<file path="src/rtl/hazard_fwd_scoreboard.sv">
// ---------------------------------------------------------------------------
// hazard_fwd_scoreboard
//
// Data-hazard and forwarding unit for the PA-RISC pipeline. Each of the
// NUM_SRC source operands of the instruction in ID is compared against the
// destination register of NUM_FWD downstream stages, from EX (stage 0) to the
// oldest stage (NUM_FWD-1). The youngest matching stage supplies the operand.
// A load in EX that feeds an operand in ID is a load-use hazard. The unit
// holds ID and injects exactly LOAD_LAT bubbles into EX, after which the load
// result is reachable by forwarding from stage LOAD_LAT. GR0 is hardwired to
// zero, so it never forwards and never stalls. A flush aborts any stall in
// progress. Bubble cycles are counted in a saturating 16-bit counter.
//
// Parameters
//   NUM_SRC   source operands checked per ID instruction
//   NUM_FWD   forwarding stages (EX, MEM, WB, ...)
//   AW        register address width
//   LOAD_LAT  bubbles per load-use event (1..NUM_FWD-1, at most 3)
//   SELW      width of one forwarding select field
//
// Ports
//   clk           pipeline clock, rising edge
//   rst_n         asynchronous active-low reset
//   src_reg       source register addresses, operand i at [i*AW +: AW]
//   src_used      operand i is read by the instruction in ID
//   stage_rd      destination register per stage, stage s at [s*AW +: AW]
//   stage_we      register-file write enable per stage
//   ex_is_load    instruction in EX is a load
//   flush         pipeline redirect, aborts any stall
//   fwd_sel       per operand: 0 = register file, s+1 = forward from stage s
//   nop           inject a bubble into EX this cycle
//   id_le         IF/ID load enable, always !nop
//   stall_cycles  saturating count of cycles with nop=1
// ---------------------------------------------------------------------------
module hazard_fwd_scoreboard #(
   parameter int NUM_SRC  = 2,
   parameter int NUM_FWD  = 3,
   parameter int AW       = 5,
   parameter int LOAD_LAT = 1,
   parameter int SELW     = $clog2(NUM_FWD + 1)
) (
   input  logic                    clk,
   input  logic                    rst_n,
   input  logic [NUM_SRC*AW-1:0]   src_reg,
   input  logic [NUM_SRC-1:0]      src_used,
   input  logic [NUM_FWD*AW-1:0]   stage_rd,
   input  logic [NUM_FWD-1:0]      stage_we,
   input  logic                    ex_is_load,
   input  logic                    flush,
   output logic [NUM_SRC*SELW-1:0] fwd_sel,
   output logic                    nop,
   output logic                    id_le,
   output logic [15:0]             stall_cycles
);

   typedef enum logic {
      ST_IDLE = 1'b0,
      ST_WAIT = 1'b1
   } state_t;

   // Value of cnt on the last WAIT cycle of a stall.
   localparam logic [1:0] LAST_CNT = 2'(LOAD_LAT - 1);
   localparam logic       MULTI_BUBBLE = (LOAD_LAT > 1);

   state_t      state_q, state_d;
   logic [1:0]  cnt_q, cnt_d;
   logic [15:0] stall_q, stall_d;

   logic [NUM_SRC-1:0][NUM_FWD-1:0] match;
   logic                            load_use;
   logic                            nop_raw;

   // ------------------------------------------------------------------
   // Operand / stage comparison matrix. GR0 is excluded here so it can
   // neither forward nor raise a stall anywhere downstream.
   // ------------------------------------------------------------------
   always_comb begin
      match = '0;
      for (int i = 0; i < NUM_SRC; i++) begin
         for (int s = 0; s < NUM_FWD; s++) begin
            match[i][s] = src_used[i] && stage_we[s] &&
                          (src_reg[i*AW +: AW] == stage_rd[s*AW +: AW]) &&
                          (src_reg[i*AW +: AW] != '0);
         end
      end
   end

   always_comb begin
      load_use = 1'b0;
      for (int i = 0; i < NUM_SRC; i++) begin
         load_use = load_use | match[i][0];
      end
      load_use = load_use & ex_is_load;
   end

   // ------------------------------------------------------------------
   // Forwarding selects. Scanning from the oldest stage down lets the
   // youngest matching stage overwrite older ones, so it wins.
   // ------------------------------------------------------------------
   always_comb begin
      fwd_sel = '0;
      for (int i = 0; i < NUM_SRC; i++) begin
         for (int s = NUM_FWD - 1; s >= 0; s--) begin
            if (match[i][s]) begin
               fwd_sel[i*SELW +: SELW] = SELW'(s + 1);
            end
         end
      end
      if (!rst_n) begin
         fwd_sel = '0;
      end
   end

   // ------------------------------------------------------------------
   // Stall state machine. The IDLE cycle that detects the hazard is the
   // first bubble; WAIT supplies the remaining LOAD_LAT-1. While in WAIT
   // EX holds a bubble, so load_use is deliberately ignored there.
   // ------------------------------------------------------------------
   always_comb begin
      state_d = state_q;
      cnt_d   = cnt_q;
      nop_raw = 1'b0;
      if (flush) begin
         state_d = ST_IDLE;
         cnt_d   = 2'd0;
      end else begin
         case (state_q)
            ST_IDLE: begin
               if (load_use) begin
                  nop_raw = 1'b1;
                  if (MULTI_BUBBLE) begin
                     state_d = ST_WAIT;
                     cnt_d   = 2'd1;
                  end
               end
            end
            ST_WAIT: begin
               nop_raw = 1'b1;
               cnt_d   = cnt_q + 2'd1;
               if (cnt_q == LAST_CNT) begin
                  state_d = ST_IDLE;
                  cnt_d   = 2'd0;
               end
            end
            default: begin
               state_d = ST_IDLE;
               cnt_d   = 2'd0;
            end
         endcase
      end
   end

   // Outputs are forced to their idle values for as long as reset is held,
   // independent of any clock edge.
   always_comb begin
      nop   = nop_raw & rst_n;
      id_le = ~nop;
   end

   // Saturating bubble counter; it sticks at all-ones instead of wrapping.
   always_comb begin
      stall_d = stall_q;
      if (nop && (stall_q != 16'hFFFF)) begin
         stall_d = stall_q + 16'd1;
      end
   end

   always_ff @(posedge clk or negedge rst_n) begin
      if (!rst_n) begin
         state_q <= ST_IDLE;
         cnt_q   <= 2'd0;
         stall_q <= 16'd0;
      end else begin
         state_q <= state_d;
         cnt_q   <= cnt_d;
         stall_q <= stall_d;
      end
   end

   assign stall_cycles = stall_q;

endmodule

</file>
<file path="config.mk">
export PLATFORM = sky130hd
export DESIGN_NAME = hazard_fwd_scoreboard
export DESIGN_NICKNAME = d
export VERILOG_FILES = /design/src/rtl/hazard_fwd_scoreboard.sv
export SDC_FILE = /design/constraint.sdc
export NUM_CORES = 1
export LEC_CHECK = 0
export CAP_MARGIN = 20
export CORE_ASPECT_RATIO = 0.8
export CORE_MARGIN = 5
export CORE_UTILIZATION = 35
export CTS_CLUSTER_SIZE = 40
export DETAILED_ROUTE_END_ITERATION = 10
export PLACE_DENSITY = 0.66
export SYNTH_ARGS = -nofsm -noshare
export SYNTH_HDL_FRONTEND = slang
export SYNTH_SLANG_ARGS = --single-unit
</file>
<file path="constraint.sdc">
create_clock -name clk -period 5.1 [get_ports clk]
set_input_delay 0.765 -clock clk [delete_from_list [all_inputs] [get_ports clk]]
set_output_delay 0.765 -clock clk [all_outputs]
set_load 0.05 [all_outputs]
</file>
==> run metrics <==
status=completed; Async SR Flop Fraction=100%; Initial Util=37.0%; Worst-path clk slew=0.07 ns; first-pass GRT wire length=6310 um; dpl hpwl=3260 um; R2R setup slack=3.02 ns; CTS root buffer=clkbuf_8; Die X=81.6 um; critical-path cell list=clkdlybuf4s50_1, or4_1, o21ai_2, nand4b_4, a21boi_2, o21ai_4, clkdlybuf4s50_1; crit-path max FO=7; synthesis-to-layout area growth=46.6%; Final Hold Viols=0; worst setup path end=id_le; CP startpoint kind=primary input; antenna cells=0; R2R Path Start=stall_cycles[0]$_DFFE_PN0P_; Critical Path Stages=7; critical path capture point type=primary output; Core Area=3880 um^2; synthesized instance count=144; PortBufs=55; Max-Cap Viols=0; relative slew slack=66.3%; Layout Nets=241; antenna-violating nets left=0; HP Start=stall_cycles[15]$_DFFE_PN0P_; worst r2r path cells=8; CTS Sinks=19; dominant cell type by area after synthesis=dfrtp_1; Setup TNS=0 ns; Yosys warnings=0; routed wire length per instance=14.6 um; Cell Count Post-Placement=254; Final WS setup=0.843 ns; CP Buf/Inv Count=2; fillers=367; final wirelength=3780 um; Final Setup Violations=0; pre-CTS setup slack=0.841 ns; cts hold-fix bufs=0; clock tree buffer depth=2; Achievable Freq=235 MHz; critical path's slowest cell=clkdlybuf4s50_1; pin slew with the least headroom to its limit=0.504 ns; largest net degree at the start of global routing=17; GRT Util Overall=15.0%; fin crit period=4.26 ns; H-Tree Depth=1; worst clock skew=0.00167 ns; Mapped Avg Cell Area=9.97 um^2; Seq/Total Area, Yosys=33.1%; FF-to-FF End=stall_cycles[13]$_DFFE_PN0P_; crit-path max cell delay=0.86 ns; full die area=5490 um^2; peak supply drop=0.0000678 V; Worst-Skew Late Latency=0.25 ns; Post-synth EDFFs=0; unrepaired setup endpoints after global routing=false; launch point of the worst path=src_reg[0]; WP data arrival=3.49 ns; max-slew violation count=0; # resized after CTS=0; Post CTS Setup Buffer Count=0; # rows=20; Via Count=1263; number of buffers created by CTS=3; drt first-iter violations=50; Tcrit/Tclk final=83.5%; flops & latches, synth=19; Top delay family on crit path=buffers and inverters; top cells by area, synth=dfrtp_1 33%, xnor2_1 13%, xor2_1 13%; Die Y=67.3 um; Top-Level Pins=56; Non-Filler Instances=258; vias in the first global route=1289; fraction of synthesized cell area taken by the top area cell type=33.1%; worst hold-check path type=flop to flop; Worst Path Required=4.34 ns; total iterations of the first detailed-routing run=4; Main synth FF type=dfrtp_1; Final GP Congestion=0.994; vias per cell=4.90; Leakage=0.843 nW; CTS tree=done; Syn Std Cell Area=1440 um^2; Crit path top cell by count=clkdlybuf4s50_1; layout cells sized above 1=9.36%; Setup CP Type=primary input to primary output; syn nets=181; DRC=0; global route overflow=0; PwrDens=166 nW/um^2; number of antenna violations at the first check in global routing=0; count of cell types in the netlist=38
==> state kept, by name (all words and copies together) (netlist names) <==
| register | count |
|---|---|
| cnt_q | 2 |
| stall_cycles | 16 |
| state_q | 1 |
==> power breakdown <==
group	internal (mW)	switching (mW)	leakage (nW)
registers	0.153	0.00357	0.259
logic	0.0463	0.0450	0.562
clock network	0.0555	0.0464	0.0228
total	0.255	0.0950	0.843
==> final cells by class <==
type                    count  area [um^2]  area share (%)
multi-input cells         119          937            44.6
clock buffers               4         45.0            2.14
flip-flops and latches     19          475            22.6
well taps                  55         68.8            3.27
repair buffers             56          558            26.5
inverters                   5         18.8           0.892
==> cells in the final DEF, fill, tap and decap left out, drive strengths merged, types with 3 or more instances in the layout <==
cell type / netlist / final
clkdlybuf4s50: 0 / 55
ha: 3 / 3
nor4: 4 / 4
o21ai: 4 / 4
inv: 5 / 5
xnor2: 22 / 22
dfrtp: 19 / 19
clkbuf: 1 / 4
nor3: 7 / 7
xor2: 21 / 21
nand2: 8 / 8
nor2: 9 / 9
nand3: 12 / 12
nand4: 3 / 3
mux2: 3 / 3
==> worst register-to-register path, cell delays in order, from the launching register on <==
cell     delay, ns
dfrtp_1       0.42
ha_1          0.23
nand3_1       0.19
nor3_1        0.13
a21o_1        0.22
a31oi_4       0.29
and2_1        0.21
nor3b_2       0.18
xnor2_1       0.13
==> logic make-up (layout without fill, tap and decap cells) <==
group | count (synthesis) | in the layout | synth area share, %
AO/OA/AOI/OAI | 12 | 12 | 8.54
XOR/XNOR | 43 | 43 | 26.2
adder cells (fa/ha/maj) | 3 | 3 | 2.62
buffers and inverters | 6 | 65 | 1.57
flip-flops | 19 | 19 | 33.1
multiplexers | 5 | 5 | 4.27
AND/OR/NAND/NOR | 56 | 56 | 23.6
==> routing by layer <==
layer / share of wire, % / track usage [%]
met1: 45 / 19.7
met2: 47 / 24.2
met3: 6.7 / 4.40
met4: 0.90 / 4.15
met5: 0 / 0
==> stage by stage <==
step	utilization (%)	hold slack, ns	power (mW)	area (um^2)
3_3_place_gp	53.1	0.485	0.252	2060
4_1_cts	54.2	0.497	0.356	2100
6_report	54.2	0.497	0.350	2100
2_1_floorplan	-	0.469	0.200	1440
3_5_place_dp	53.1	0.488	0.251	2060
5_1_grt	54.2	0.509	0.368	2100
==> Yosys cell counts (3+ instances only) <==
cell type  count
nor3_1         6
nor4_1         3
nand4_1        3
xor2_1        21
nor2_1         8
ha_1           3
xnor2_1       22
dfrtp_1       19
nand3_1       12
inv_1          5
nand2_1        8
==> worst min path at each step <==
| stage | to | slack [ns] | cells past startpoint |
|---|---|---|---|
| finish | stall_cycles[15]$_DFFE_PN0P_ | 0.50 | 1 |
| global route | stall_cycles[15]$_DFFE_PN0P_ | 0.51 | 1 |
| CTS | stall_cycles[15]$_DFFE_PN0P_ | 0.50 | 1 |
| detailed placement | stall_cycles[15]$_DFFE_PN0P_ | 0.49 | 1 |
| global placement | stall_cycles[15]$_DFFE_PN0P_ | 0.49 | 1 |
| floorplan | cnt_q[0]$_DFFE_PN0P_ | 0.47 | 0 |
No activity file was read; power rests on OpenSTA's default activity.
